## src/rtl/mips_dbg_pkg.sv

```systemverilog
// Shared constants and types for the MIPS debug/loader path.
// Latency: n/a (declarations only).
// Backpressure: n/a (declarations only).
package mips_dbg_pkg;

  // Command bytes recognised on the UART debug channel
  localparam logic [7:0] CMD_LOAD  = 8'h4C;  // 'L'
  localparam logic [7:0] CMD_RUN   = 8'h52;  // 'R'
  localparam logic [7:0] CMD_STEP  = 8'h53;  // 'S'
  localparam logic [7:0] CMD_PAUSE = 8'h50;  // 'P'
  localparam logic [7:0] CMD_CLEAR = 8'h43;  // 'C'

  // Terminator instruction: stored like any other word, and it ends a load
  localparam logic [31:0] HALT_WORD_DEFAULT = 32'hFFFF_FFFF;

  typedef enum logic [1:0] {
    ST_IDLE  = 2'd0,
    ST_LOAD  = 2'd1,
    ST_RUN   = 2'd2,
    ST_ERROR = 2'd3
  } loader_state_t;

endpackage

```

## src/rtl/byte_to_word_packer.sv

```systemverilog
// Assembles a stream of bytes into little-endian NBITS words (first byte -> [7:0]).
// Latency: word_vld is a one-cycle pulse the cycle after the last byte of a word is accepted.
// Backpressure: none; every byte_vld is taken, clear drops any partial word.
module byte_to_word_packer #(
  parameter int NBITS = 32
) (
  input  logic             clk,
  input  logic             reset,
  input  logic             clear,
  input  logic             byte_vld,
  input  logic [7:0]       byte_dat,
  output logic             word_vld,
  output logic [NBITS-1:0] word_dat
);

  localparam int NBYTES = NBITS / 8;
  localparam int CW     = (NBYTES > 1) ? $clog2(NBYTES) : 1;
  localparam logic [CW-1:0] LAST_LANE = CW'(NBYTES - 1);

  logic [CW-1:0]    lane_cnt;
  logic [NBITS-1:0] asm_q;

  // Shift each byte in from the top so the earliest byte ends up in the low lane
  always_ff @(posedge clk) begin
    if (reset) begin
      lane_cnt <= '0;
      asm_q    <= '0;
      word_vld <= 1'b0;
      word_dat <= '0;
    end else begin
      word_vld <= 1'b0;
      if (clear) begin
        lane_cnt <= '0;
        asm_q    <= '0;
      end else if (byte_vld) begin
        asm_q <= {byte_dat, asm_q[NBITS-1:8]};
        if (lane_cnt == LAST_LANE) begin
          lane_cnt <= '0;
          word_vld <= 1'b1;
          word_dat <= {byte_dat, asm_q[NBITS-1:8]};
        end else begin
          lane_cnt <= lane_cnt + CW'(1);
        end
      end
    end
  end

endmodule

```

## src/rtl/uart_program_loader.sv

```systemverilog
// UART program loader: fills instruction memory and gates core reset/clock-enable (optional LOADER_CHECKSUM_EN).
// Latency: memory write appears two cycles after the 4th byte of a word; control outputs one cycle after a command.
// Backpressure: none; bytes may arrive every cycle, including during a memory-write cycle.
module uart_program_loader
  import mips_dbg_pkg::*;
#(
  parameter int               NBITS      = 32,
  parameter int               IMEM_ABITS = 6,
  parameter logic [NBITS-1:0] HALT_WORD  = NBITS'(HALT_WORD_DEFAULT)
) (
  input  logic                  clk,
  input  logic                  reset,
  input  logic [7:0]            i_rx_data,
  input  logic                  i_rx_valid,
  input  logic                  i_cpu_halt,
  output logic                  o_imem_we,
  output logic [IMEM_ABITS-1:0] o_imem_addr,
  output logic [NBITS-1:0]      o_imem_data,
  output logic                  o_cpu_reset,
  output logic                  o_cpu_en,
  output logic                  o_load_done,
  output logic                  o_err
);

  localparam logic [IMEM_ABITS-1:0] LAST_ADDR = '1;

  loader_state_t         state;
  logic [IMEM_ABITS-1:0] addr;
  logic                  pk_clear;
  logic                  pk_vld;
  logic                  word_vld;
  logic [NBITS-1:0]      word_dat;
  logic                  word_is_halt;

`ifdef LOADER_CHECKSUM_EN
  logic [7:0] csum;
  logic       ck_wait;
  logic       ck_byte;
`endif

  // Route bytes: an 'L' in IDLE restarts the packer, LOAD bytes feed it
  always_comb begin
    pk_clear     = 1'b0;
    pk_vld       = 1'b0;
    word_is_halt = word_vld && (word_dat == HALT_WORD);
`ifdef LOADER_CHECKSUM_EN
    // The byte following the halt word is the checksum, even if it lands on the write cycle
    ck_byte = i_rx_valid && (state == ST_LOAD) && (ck_wait || word_is_halt);
`endif
    if (state == ST_IDLE && i_rx_valid && i_rx_data == CMD_LOAD) begin
      pk_clear = 1'b1;
    end
    if (state == ST_LOAD && i_rx_valid) begin
      pk_vld = 1'b1;
`ifdef LOADER_CHECKSUM_EN
      if (ck_wait || word_is_halt) begin
        pk_vld = 1'b0;
      end
`endif
    end
  end

  byte_to_word_packer #(
    .NBITS(NBITS)
  ) u_packer (
    .clk      (clk),
    .reset    (reset),
    .clear    (pk_clear),
    .byte_vld (pk_vld),
    .byte_dat (i_rx_data),
    .word_vld (word_vld),
    .word_dat (word_dat)
  );

`ifdef LOADER_CHECKSUM_EN
  // Running XOR of every load byte, plus the flag that the halt word has been written
  always_ff @(posedge clk) begin
    if (reset || pk_clear) begin
      csum    <= '0;
      ck_wait <= 1'b0;
    end else begin
      if (pk_vld) begin
        csum <= csum ^ i_rx_data;
      end
      if (ck_byte) begin
        ck_wait <= 1'b0;
      end else if (state == ST_LOAD && word_is_halt) begin
        ck_wait <= 1'b1;
      end
    end
  end
`endif

  // Loader FSM with registered memory-write and core-control outputs
  always_ff @(posedge clk) begin
    if (reset) begin
      state       <= ST_IDLE;
      addr        <= '0;
      o_imem_we   <= 1'b0;
      o_imem_addr <= '0;
      o_imem_data <= '0;
      o_cpu_reset <= 1'b1;
      o_cpu_en    <= 1'b0;
      o_load_done <= 1'b0;
      o_err       <= 1'b0;
    end else begin
      o_imem_we   <= 1'b0;
      o_load_done <= 1'b0;
      case (state)
        ST_IDLE: begin
          o_cpu_en <= 1'b0;
          if (i_rx_valid) begin
            case (i_rx_data)
              CMD_LOAD: begin
                state       <= ST_LOAD;
                o_cpu_reset <= 1'b1;
                addr        <= '0;
              end
              CMD_RUN: begin
                state       <= ST_RUN;
                o_cpu_reset <= 1'b0;
                o_cpu_en    <= 1'b1;
              end
              CMD_STEP: begin
                o_cpu_reset <= 1'b0;
                o_cpu_en    <= 1'b1;
              end
              default: ;
            endcase
          end
        end

        ST_LOAD: begin
          o_cpu_en <= 1'b0;
          if (word_vld) begin
            o_imem_we   <= 1'b1;
            o_imem_addr <= addr;
            o_imem_data <= word_dat;
            addr        <= addr + IMEM_ABITS'(1);
            if (word_is_halt) begin
`ifndef LOADER_CHECKSUM_EN
              o_load_done <= 1'b1;
              o_cpu_reset <= 1'b0;
              state       <= ST_IDLE;
`endif
            end else if (addr == LAST_ADDR) begin
              // Memory is full and no terminator arrived: refuse to wrap
              state       <= ST_ERROR;
              o_err       <= 1'b1;
              o_cpu_reset <= 1'b1;
            end
          end
`ifdef LOADER_CHECKSUM_EN
          if (ck_byte) begin
            if (i_rx_data == csum) begin
              o_load_done <= 1'b1;
              o_cpu_reset <= 1'b0;
              state       <= ST_IDLE;
            end else begin
              state       <= ST_ERROR;
              o_err       <= 1'b1;
              o_cpu_reset <= 1'b1;
            end
          end
`endif
        end

        ST_RUN: begin
          o_cpu_en <= 1'b1;
          if (i_cpu_halt || (i_rx_valid && i_rx_data == CMD_PAUSE)) begin
            state    <= ST_IDLE;
            o_cpu_en <= 1'b0;
          end
        end

        ST_ERROR: begin
          o_err       <= 1'b1;
          o_cpu_reset <= 1'b1;
          o_cpu_en    <= 1'b0;
          if (i_rx_valid && i_rx_data == CMD_CLEAR) begin
            state <= ST_IDLE;
            o_err <= 1'b0;
          end
        end

        default: state <= ST_IDLE;
      endcase
    end
  end

endmodule

```

## config.mk

```make
export PLATFORM = sky130hd
export DESIGN_NAME = uart_program_loader
export DESIGN_NICKNAME = d
export VERILOG_FILES = /design/src/rtl/mips_dbg_pkg.sv /design/src/rtl/byte_to_word_packer.sv /design/src/rtl/uart_program_loader.sv
export SDC_FILE = /design/constraint.sdc
export NUM_CORES = 1
export LEC_CHECK = 0
export ABC_AREA = 0
export CORE_AREA = 5 5 108 100
export DETAILED_ROUTE_END_ITERATION = 7
export DIE_AREA = 0 0 113 105
export PLACE_DENSITY_LB_ADDON = 0.05
export REMOVE_ABC_BUFFERS = 1
export SETUP_SLACK_MARGIN = 0.15
export SLEW_MARGIN = 20
export SYNTH_ARGS = -nofsm -noshare
export SYNTH_HDL_FRONTEND = slang
export SYNTH_SLANG_ARGS = --single-unit
```

## constraint.sdc

```tcl
create_clock -name clk -period 2.7 [get_ports clk]
set_clock_uncertainty 0.2 [all_clocks]
set_input_delay 0.54 -clock clk [delete_from_list [all_inputs] [get_ports clk]]
set_output_delay 0.54 -clock clk [all_outputs]
set_load 0.05 [all_outputs]
```

# After elaboration in Yosys (flattened, before gate mapping)

Cells that the tools add are included.

Add/subtract/negate cells: 2
Equality and inequality tests: 21
Muxes and demuxes: 32
Bitwise gates (word level): 4
Reductions and logical operators: 23

Operator list:

| cell                                                  | number |
|---|---|
| == test 8 x 7 -> 1 bit, second input constant         | 5 |
| == test 32 bit, second input constant                 | 1 |
| 2-to-1 mux 6 bit                                      | 3 |
| 2-to-1 mux 1 bit                                      | 15 |
| 2-to-1 mux 2 bit                                      | 7 |
| one-hot mux 6 bit (2 select lines)                    | 1 |
| inequality test 2 bit, second input constant          | 4 |
| one-hot mux 2 bit (4 select lines)                    | 1 |
| AND reduction 4 bit                                   | 2 |
| OR reduction 2 bit                                    | 4 |
| adder 6 x 1 -> 6 bit, second input constant           | 1 |
| == test 2 bit, second input constant                  | 3 |
| == test 6 bit, second input constant                  | 1 |
| logical AND 1 bit                                     | 6 |
| inequality test 2 x 1 -> 1 bit, second input constant | 3 |
| inequality test 3 x 2 -> 1 bit, second input constant | 2 |
| one-hot mux 1 bit (3 select lines)                    | 2 |
| AND reduction 6 bit                                   | 1 |
| OR reduction 3 bit                                    | 2 |
| AND reduction 5 bit                                   | 1 |
| NOT 1 bit                                             | 4 |
| one-hot mux 1 bit (2 select lines)                    | 2 |
| one-hot mux 2 bit (2 select lines)                    | 1 |
| nonzero test 2 bit                                    | 2 |
| 8 further kinds                                       | 8 |

Bits in registers: 118
Bits of input ports: 12
Output and inout bits: 43
Logic and storage cells: 95

# Logic depth before layout (Yosys ltp)

Gate-level depths: netlist of the first run.

Depth after elaboration: 6
Depth in mapped cells: 8
Mapped depth without buffers: 6

# Modules after synthesis

A second synthesis of the first run with hierarchy kept.

Cells, all modules: 504
Area total of the unflattened synthesis: 4608.2 sq um

By module, submodules not included:

| module              | instances | cells each | area each (sq um) | sequential area each (sq um) |
|---|---|---|---|---|
| byte_to_word_packer | 1         | 230        | 2414.8            | 1181.1 |
| uart_program_loader | 1         | 274        | 2193.4            | 1021.0 |

# Worst setup path before layout of the first run

OpenSTA, ideal clock, no wires.

Path type: input to register
Start point: input i_rx_data[0]
End point: register addr[2]
Setup time: 0.128 ns
Arrival time: 1.764 ns
Required time: 2.372 ns
Setup slack: 0.609 ns
Stages: 6
Path buffers: 1
Cells stage by stage: nor4b_1 nand3_1 nor3_1 a21o_1 clkbuf_1 nor2_1

Longest elaborated chain between the ends: 3

Ends and longest elaborated chain:

| element                                         | RTL line                   | text |
|---|---|---|
| start, declared                                 | uart_program_loader.sv:13  | `input logic [7:0] i_rx_data,` |
| == test 8 x 7 -> 1 bit                          | uart_program_loader.sv:113 | `case (i_rx_data)` |
| inequality test 2 x 1 -> 1 bit (no source line) | -                          |  |
| AND reduction 4 bit (no source line)            | -                          |  |
| end signal, assigned                            | uart_program_loader.sv:139 | `addr <= addr + IMEM_ABITS'(1);` |
| end, declared                                   | uart_program_loader.sv:28  | `logic [IMEM_ABITS-1:0] addr;` |

Every way passes these cells.
A chain may end at the register's enable or synchronous reset.

# Worst setup path in the final report of the first run

Start point: register u_packer.word_vld
End point: register o_cpu_reset

Longest elaborated chain between the ends: 4
Elaborated cells between the ends (all ways): 7
Those cells by class: eq/ne (2); mux (3); reduce/logical (2)

Ends and longest elaborated chain:

| element                            | RTL line                   | text |
|---|---|---|
| start, declared                    | byte_to_word_packer.sv:12  | `output logic word_vld,` |
| start signal, assigned             | byte_to_word_packer.sv:28  | `word_vld <= 1'b0;` |
| start signal, assigned             | byte_to_word_packer.sv:31  | `word_vld <= 1'b0;` |
| start signal, assigned             | byte_to_word_packer.sv:39  | `word_vld <= 1'b1;` |
| logical AND 1 bit                  | uart_program_loader.sv:45  | `word_is_halt = word_vld && (word_dat == HALT_WORD);` |
| 2-to-1 mux 1 bit                   | uart_program_loader.sv:140 | `if (word_is_halt) begin` |
| 2-to-1 mux 1 bit                   | uart_program_loader.sv:135 | `if (word_vld) begin` |
| one-hot mux 1 bit (3 select lines) | uart_program_loader.sv:109 | `case (state)` |
| end signal, assigned               | uart_program_loader.sv:116 | `o_cpu_reset <= 1'b1;` |
| end signal, assigned               | uart_program_loader.sv:143 | `o_cpu_reset <= 1'b0;` |
| end signal, assigned               | uart_program_loader.sv:150 | `o_cpu_reset <= 1'b1;` |
| end, declared                      | uart_program_loader.sv:19  | `output logic o_cpu_reset,` |

Several ways; a longest one is shown, not always the timed one. The select of a mux whose other input is x is not followed.

==> flow_results.org, run 1 <==
** Setup path
- Measured in cells, the most critical reg-to-reg path has a length of 5.
- Data required time of the critical path :: roughly 2.8 ns
- The worst setup path is of the flip-flop to flip-flop kind.
- STA classifies the critical path endpoint as a flip-flop.
- The most critical setup path has its startpoint at u_packer.word_vld.
- The largest single stage delay on the critical path is roughly 0.6 ns.
- STA classifies the critical path startpoint as a flip-flop.
- Slowest cell on crit path :: or4_4
- In this run the critical register-to-register path is captured at o_cpu_reset.
- For the worst setup path, the data arrival time is about 2.5 ns.
- In this run the critical register-to-register path is launched from u_packer.word_vld.
- Setup slack of the worst register-to-register path :: between 0.2 and 0.3 ns
- Traced cell by cell, the critical path runs through nand4_1, or4_4, nor4_4, o22ai_1, a221o_1.
- In this run the worst path has a maximum fanout of 6.

** Cells and area
- At the end of the flow, the number of nets in the layout was between 500 and 600.
- Leading cell type in the layout, fill and taps excluded :: nand2_1
- Most frequent cells in the layout :: nand2_1 (199), dfxtp_1 (110), a21oi_1 (99)
- Layout Area Growth over Synthesis :: 22.5%
- Filler cell count in the final layout :: 962
- The number of antenna diodes in the final layout is 0.
- Ratio of cells with drive above 1 in the final layout :: roughly 8.2%

** Clock network
- Root cell of the clock tree :: clkbuf_8
- In this run, post-CTS hold repair placed 0 buffers.
- Clk sink count :: between 100 and 150
- The clock reaches the later pin of the worst-skew pair after between 0.3 and 0.4 ns.
- TritonCTS Buffers :: 9
- After clock tree synthesis, the clock-pin slew on the worst setup and hold paths is 0.10 ns.
- Total setup buffers inserted after CTS :: 0
- The H-tree generated during clock tree synthesis spans 3 levels.
- Post-cts repair resize count :: 0
- TritonCTS built the clock tree.
- Clock Tree Buf Depth :: 2

** Hold path
- Counting instances, the worst hold path has a depth of 2.
- Class of the tightest hold or removal check :: input port to flip-flop
- The startpoint identified for the worst hold timing path is reset.
- Worst hold path endpoint :: o_imem_data[17]

** Synth
- Among all flip-flop cells after synthesis, the most frequent one is dfxtp_1.
- The netlist uses 38 different library cells.
- Number of warnings printed during yosys synthesis :: 0
- Number of enable-type register cells in the synthesized netlist :: 0
- Post-Synthesis Cell Area :: 4140 sq um
- Count of mapped cells out of synthesis :: ~530
- In the synthesized netlist the async set-or-reset flop fraction comes to 0%.
- A synthesized cell averages slightly below 8 sq um.
- Synthesis inferred 110 register bits.
- Summing the sequential cell areas from Yosys gives about 53% of the chip area.

** Power
- The completed layout was analyzed and its total power is approximately 0.0026 W.
- Standby leakage power :: around 1.6 nW
- PwrDens :: 518 nW/um^2
- IR analysis of the VDD net gives a maximum drop of 280 uV.

** STA
- In this run the tightest slew margin relative to its limit is around three fifths.
- Setup repair after global routing left no endpoint under its margin.
- Count of final max-slew check failures :: 0
- For the final routed database, the setup TNS stands at 0 ns.
- At the pin with the least slew margin, the transition time is between 0.5 and 0.6 ns.
- The final count of hold timing violations was 0.
- Post-route fraction of the period consumed by the critical path :: between 80 and 90%
- Number of setup violations in the final report :: 0
- Timing would allow up to slightly above 0.4 GHz.
- Subtracting the final worst setup slack from the clock period gives between 2 and 2.5 ns.

** Floorplan
- Effective utilization at floorplan :: 43.7%
- Die Wd :: about 110 microns
- I/O pin count :: 55
- # rows :: 34
- The die covers around 12000 sq um.
- The core region is ~9500 sq um.
- From bottom edge to top edge, the die measures ~110 microns.

** Job
- Across the run, the number of max-cap violations was 0.

** Routing
- Number of DRC markers in iteration 0 :: approximately 180
- Dividing the detail-routed wire length by the instance count gives 13.7 microns.
- Once detail routing completed, the nets flagged for antenna violations numbered 0.
- After detailed routing, the number of remaining DRC violations is 0.
- In the routed layout, each cell is associated on average with a via count of around 5.0.
- The final layout contains routed wiring with a total length of just under 10 mm.
- Total via count in the routed design :: about 3600
- For this run, the detailed router's first-pass iteration total came to 4.

** Placement
- After legalization and detailed placement, the total HPWL measured between 6 and 7 mm.
- Routability-driven placement finished with a final weighted congestion of around 0.85.
- PortBufs :: 54

** Global routing
- The number of global-route vias before repair is about 3400.
- The first global-routing pass estimated 16.2 mm of wire.
- Entering global routing, the biggest net connects 44 pins.
- Global routing finished with a remaining overflow of 0.
- Aggregate global-route resource usage :: 16.9%
- Initial antenna violation count :: 0

** Outcome
- Outcome :: completed
Yosys cell counts (2+ instances only):
cell type / count / area share, %
nand2_1: 199 / 18
dfxtp_1: 110 / 53
a21oi_1: 99 / 12
clkbuf_1: 30 / 2.7
nor2_1: 17 / 1.5
nand4_1: 8 / 1.2
nand3_1: 7 / 0.85
a211oi_1: 4 / 0.73
buf_2: 4 / 0.48
nor3_1: 4 / 0.48
nor4_1: 4 / 0.60
xnor2_1: 4 / 0.85
inv_1: 3 / 0.27
or3b_2: 3 / 0.63
a21o_1: 2 / 0.36
a31oi_1: 2 / 0.30
and2_1: 2 / 0.30
and3_1: 2 / 0.30
ha_1: 2 / 0.60
nor2b_1: 2 / 0.30
nor3b_1: 2 / 0.36
o211ai_1: 2 / 0.36
logic make-up after synthesis:
group           synth area share (%)
compound gates                  15.6
xor+xnor                       0.846
fa+ha+maj                      0.604
buf+inv                         3.56
flops                           53.2
simple gates                    26.3
per-stage QoR:
step | hold slack [ns] | instance area, sq um | worst slack (ns) | cells | utilization, %
6_report | 0.237 | 5070 | 0.288 | 713 | 53.5
5_1_grt | 0.231 | 5070 | 0.221 | 713 | 53.5
4_1_cts | 0.231 | 5070 | 0.306 | 713 | 53.5
3_5_place_dp | 0.245 | 4890 | 0.0288 | 697 | 51.6
3_3_place_gp | 0.242 | 4890 | 0.0628 | 697 | 51.6
2_1_floorplan | 0.226 | 4010 | 0.185 | 493 | -
sequential cells by signal, indices dropped and copies added, names as in the netlist:
name and count:
u_packer.lane_cnt 2, o_load_done 1, addr 6, o_imem_addr 6, u_packer.word_vld 1, o_cpu_reset 1, o_err 1, state 2
u_packer.asm_q 24, o_imem_data 32, o_imem_we 1, u_packer.word_dat 32, o_cpu_en 1
where the power goes:
| group | switching, W | internal [W] |
|---|---|---|
| clock network | 0.000576 | 0.000349 |
| logic | 0.0000472 | 0.0000328 |
| registers | 0.000000383 | 0.00162 |
| total | 0.000624 | 0.00200 |
worst max path at each step:
stage | cells after the start | to | slack (ns)
6_report | 5 | o_cpu_reset | 0.29
2_1_floorplan | 5 | u_packer.word_dat[0] | 0.18
3_3_place_gp | 6 | state[0] | 0.06
3_5_place_dp | 6 | addr[5] | 0.03
4_1_cts | 5 | o_cpu_reset | 0.31
5_1_grt | 6 | addr[5] | 0.22
cell type report:
cell class	instances	area [sq um]	area share [%]
clock buffers	9	124	2.44
clock inverters	7	60.1	1.18
inverters	3	11.3	0.222
multi-input cells	380	1790	35.3
flip-flops and latches	110	2200	43.4
well taps	126	158	3.11
repair buffers	78	728	14.3
layer usage:
metal	track usage (%)	wire length (microns)	vias to the layer above
met1	22.8	4680	1649
met2	26.8	4360	68
met3	4.34	599	11
met5	0	0	-
met4	4.72	144	0
li1	-	-	1861
critical path, delay by kind of cell (launching register included):
family | cells | cell delay (ns)
AOI/OAI and AO/OA | 2 | 0.44
DFF | 1 | 0.55
and+or+nand+nor | 3 | 1.12
Power figures use the tool's default switching activity.
==> run 2, diff against run 1 <==
--- a/config.mk
+++ b/config.mk
@@ -12,6 +12,7 @@
 export PLACE_DENSITY_LB_ADDON = 0.05
 export REMOVE_ABC_BUFFERS = 1
 export SETUP_SLACK_MARGIN = 0.15
+export SKIP_LAST_GASP = 1
 export SLEW_MARGIN = 20
 export SYNTH_ARGS = -nofsm -noshare
 export SYNTH_HDL_FRONTEND = slang
==> results of run 2 <==
Same layout as run 1: the final DEF is identical, and so are final timing and power.
==> run 3, diff against run 2 <==
==> constraint.sdc (replaced) <==
create_clock -name clk -period 3.1 [get_ports clk]
set_clock_uncertainty 0.2 [all_clocks]
set_input_delay 0.62 -clock clk [delete_from_list [all_inputs] [get_ports clk]]
set_output_delay 0.62 -clock clk [all_outputs]
set_load 0.05 [all_outputs]
==> run 3 against run 2 <==
- routed wire length shrank 1.3%
- largest cell class unchanged
- clock power is 4.9% lower
- combinational power is 20% lower
- critical endpoint is now addr[5]
- clock-buffer cell count is 1 higher
- hold slack gained 0.017 ns
==> flow_results.org, run 3 (synthesis gave the netlist of run 1 again) <==
** Floorplan
- Core Box Area :: 9490 sq um (unchanged)
- The die area came to 11900 sq um (unchanged).
- The count of boundary I/O pins was 55 (unchanged).
- The effective utilization at floorplan is 43.7% (unchanged).
- The die span in y was 105 microns (unchanged).
- # rows :: 34 (unchanged)
- The die span in x came to 113 microns (unchanged).

** Job
- The max-capacitance violation count is 0 (unchanged).

** Clock network
- Total setup buffers inserted after CTS :: 0 (unchanged)
- Register clock-pin slew on the reported worst setup and hold paths :: 0.11 ns (about the same)
- TritonCTS built the clock tree.
- Root cell of the clock tree :: clkbuf_8
- The maximum level of the CTS H-tree was 3 (unchanged).
- TritonCTS Buffers :: 9 (unchanged)
- The hold buffer count at cts came to 0 (unchanged).
- The post-cts sizing count is 0 (unchanged).
- The number of sinks on the clock net came to 110 (unchanged).
- The latest clock arrival within the worst-skew pair is 0.36 ns (about the same).
- Clock Tree Buf Depth :: 2 (unchanged)

** Outcome
- Outcome :: completed

** STA
- The slew at the pin closest to its max-slew limit came to 0.726 ns (+0.127 ns).
- The setup violation total in the final timing report was 0 (unchanged).
- Setup repair after global routing missed its margin :: no
- Slew headroom :: 51.6% (-8.4 points)
- Subtracting the final worst setup slack from the clock period gives ~2.5 ns.
- The final count of hold timing violations came to 0 (unchanged).
- The worst path uses about four fifths of the clock period.
- The total count of max-transition violations in the final report came to 0 (unchanged).
- The final total negative setup slack is 0 ns (unchanged).
- Timing would allow up to about 0.40 GHz.

** Setup path
- Depth of the most critical reg-to-reg path :: 5 (unchanged)
- Maximum fanout along the worst path :: 6 (unchanged)
- Kind of start point of the critical path :: input port
- STA classifies the critical path endpoint as a flip-flop.
- The critical path arrival is 2.57 ns (+0.09 ns).
- The worst setup path is of the input port to flip-flop kind.
- The data required time at the worst endpoint was 3.15 ns (+0.38 ns).
- The register-to-register path setup slack came to 0.78 ns (+0.49 ns).

** Routing
- The number of DRC violations after detailed routing came to 0 (unchanged).
- Post-Route WL :: 9.65 mm (-1.3%)
- Antenna Violating Nets Remaining :: 0 (unchanged)
- The detailed-route vias per instance was 5.12 (+1.8%).
- The number of search-and-repair iterations in the first detailed-routing pass was 4 (unchanged).
- Number of DRC markers in iteration 0 :: 182 (+2.2%)
- The vias after detailed routing came to 3601 (+0.33%).
- The average wire per cell in the routed design is 13.7 microns (about the same).

** Hold path
- Class of the tightest hold or removal check :: flip-flop to flip-flop
- Number of cells traversed by the worst hold path :: 2 (unchanged)

** Cells and area
- Ratio of cells with drive above 1 in the final layout :: 6.41% (-1.8 points)
- The largest registers in the layout are o_imem_data x32, u_packer.word_dat x32, u_packer.asm_q x24.
- Core occupancy in the finished layout :: 53.1% (-0.40 points)
- Leading cell type in the layout, fill and taps excluded :: nand2_1
- Number of nets at the end of the flow :: 586 (-1.7%)
- The number of inserted diodes came to 0 (unchanged).
- Layout Area Growth over Synthesis :: 21.6%
- The top cell types in the final layout, fill and taps aside, are nand2_1 (199), dfxtp_1 (110), a21oi_1 (99).

** Global routing
- The number of global-route vias before repair came to 3415 (+1.8%).
- Wire length of the first global-routing pass :: 16.5 mm (+2.2%)
- The overall routing resource usage came to 16.9% (+0.062 points).
- Initial antenna violation count :: 0 (unchanged)
- Remaining global-route overflow :: 0 (unchanged)
- Largest net degree at the start of global routing :: 44 (unchanged)

** Power
- The leakage power was 1.61 nW (-2.0%).
- The power density relative to cell area was 468 nW/um^2 (-9.6%).
- The largest vdd supply drop came to 234 uV (-16%).

** Placement
- The half-perimeter wire length of the detailed placement result came to 6.87 mm (-1.1%).
- RePlAce Congestion :: 0.854 (+0.95%)
- PortBufs :: 54 (unchanged)
## run 3: cell types whose count changed in the layout (fill, tap and decap cells not counted)
| cell | delta |
|---|---|
| clkinvlp_4 | -1 |
| clkinv_2 | -2 |
| buf_4 | -11 |
| inv_6 | -1 |
| clkinv_4 | +2 |
| bufinv_16 | +1 |
| clkbuf_1 | +1 |
| buf_12 | +1 |
## run 3: final timing paths
kind | from | endpoint
max | i_rx_data[1] | addr[5]
min | u_packer.asm_q[12] | u_packer.word_dat[4]
max reg2reg | u_packer.word_vld | o_cpu_reset
min reg2reg | u_packer.asm_q[12] | u_packer.word_dat[4]
## run 3: where the power goes
part / internal (W) / leakage [nW] / total, W / switching (W)
combinational: 0.0000241 / 0.619 / 0.0000638 / 0.0000397
clock: 0.000388 / 0.104 / 0.000880 / 0.000491
sequential: 0.00141 / 0.885 / 0.00141 / 0.000000346
total: 0.00182 / 1.61 / 0.00236 / 0.000531
## run 3: layout make-up
class | count | area, sq um
clock buffer | 10 | 128
clock inverter | 6 | 81.3
fill | 960 | 4450
inverter | 3 | 11.3
multi-input combinational | 380 | 1790
sequential | 110 | 2200
tap | 126 | 158
timing repair buffer | 68 | 666
## run 3: per-stage QoR
| step | setup slack, ns | std cells | instance area, sq um | hold slack [ns] | power, W |
|---|---|---|---|---|---|
| detailed placement | 0.242 | 687 | 4830 | 0.246 | 0.00151 |
| finish | 0.584 | 703 | 5040 | 0.254 | 0.00236 |
| CTS | 0.636 | 703 | 5040 | 0.252 | 0.00239 |
| floorplan | 0.585 | 493 | 4010 | 0.226 | 0.00146 |
| global placement | 0.334 | 687 | 4830 | 0.243 | 0.00151 |
| global route | 0.439 | 703 | 5040 | 0.274 | 0.00245 |
## run 3: worst max-delay path, stage by stage
cell	delay, ns
clkdlybuf4s50_1	0.53
nor4b_1	0.44
nand4_1	0.29
a2111oi_2	0.45
xnor2_1	0.17
nor2_1	0.07
## run 3: routing by layer
layer  global-route usage [%]  up-vias  share of wire, %
met4                     4.12        0              0.54
met2                     26.6       72                46
met1                     23.4     1683                48
li1                         -     1842                 -
met5                        0        -                 0
met3                     4.28        4               4.7
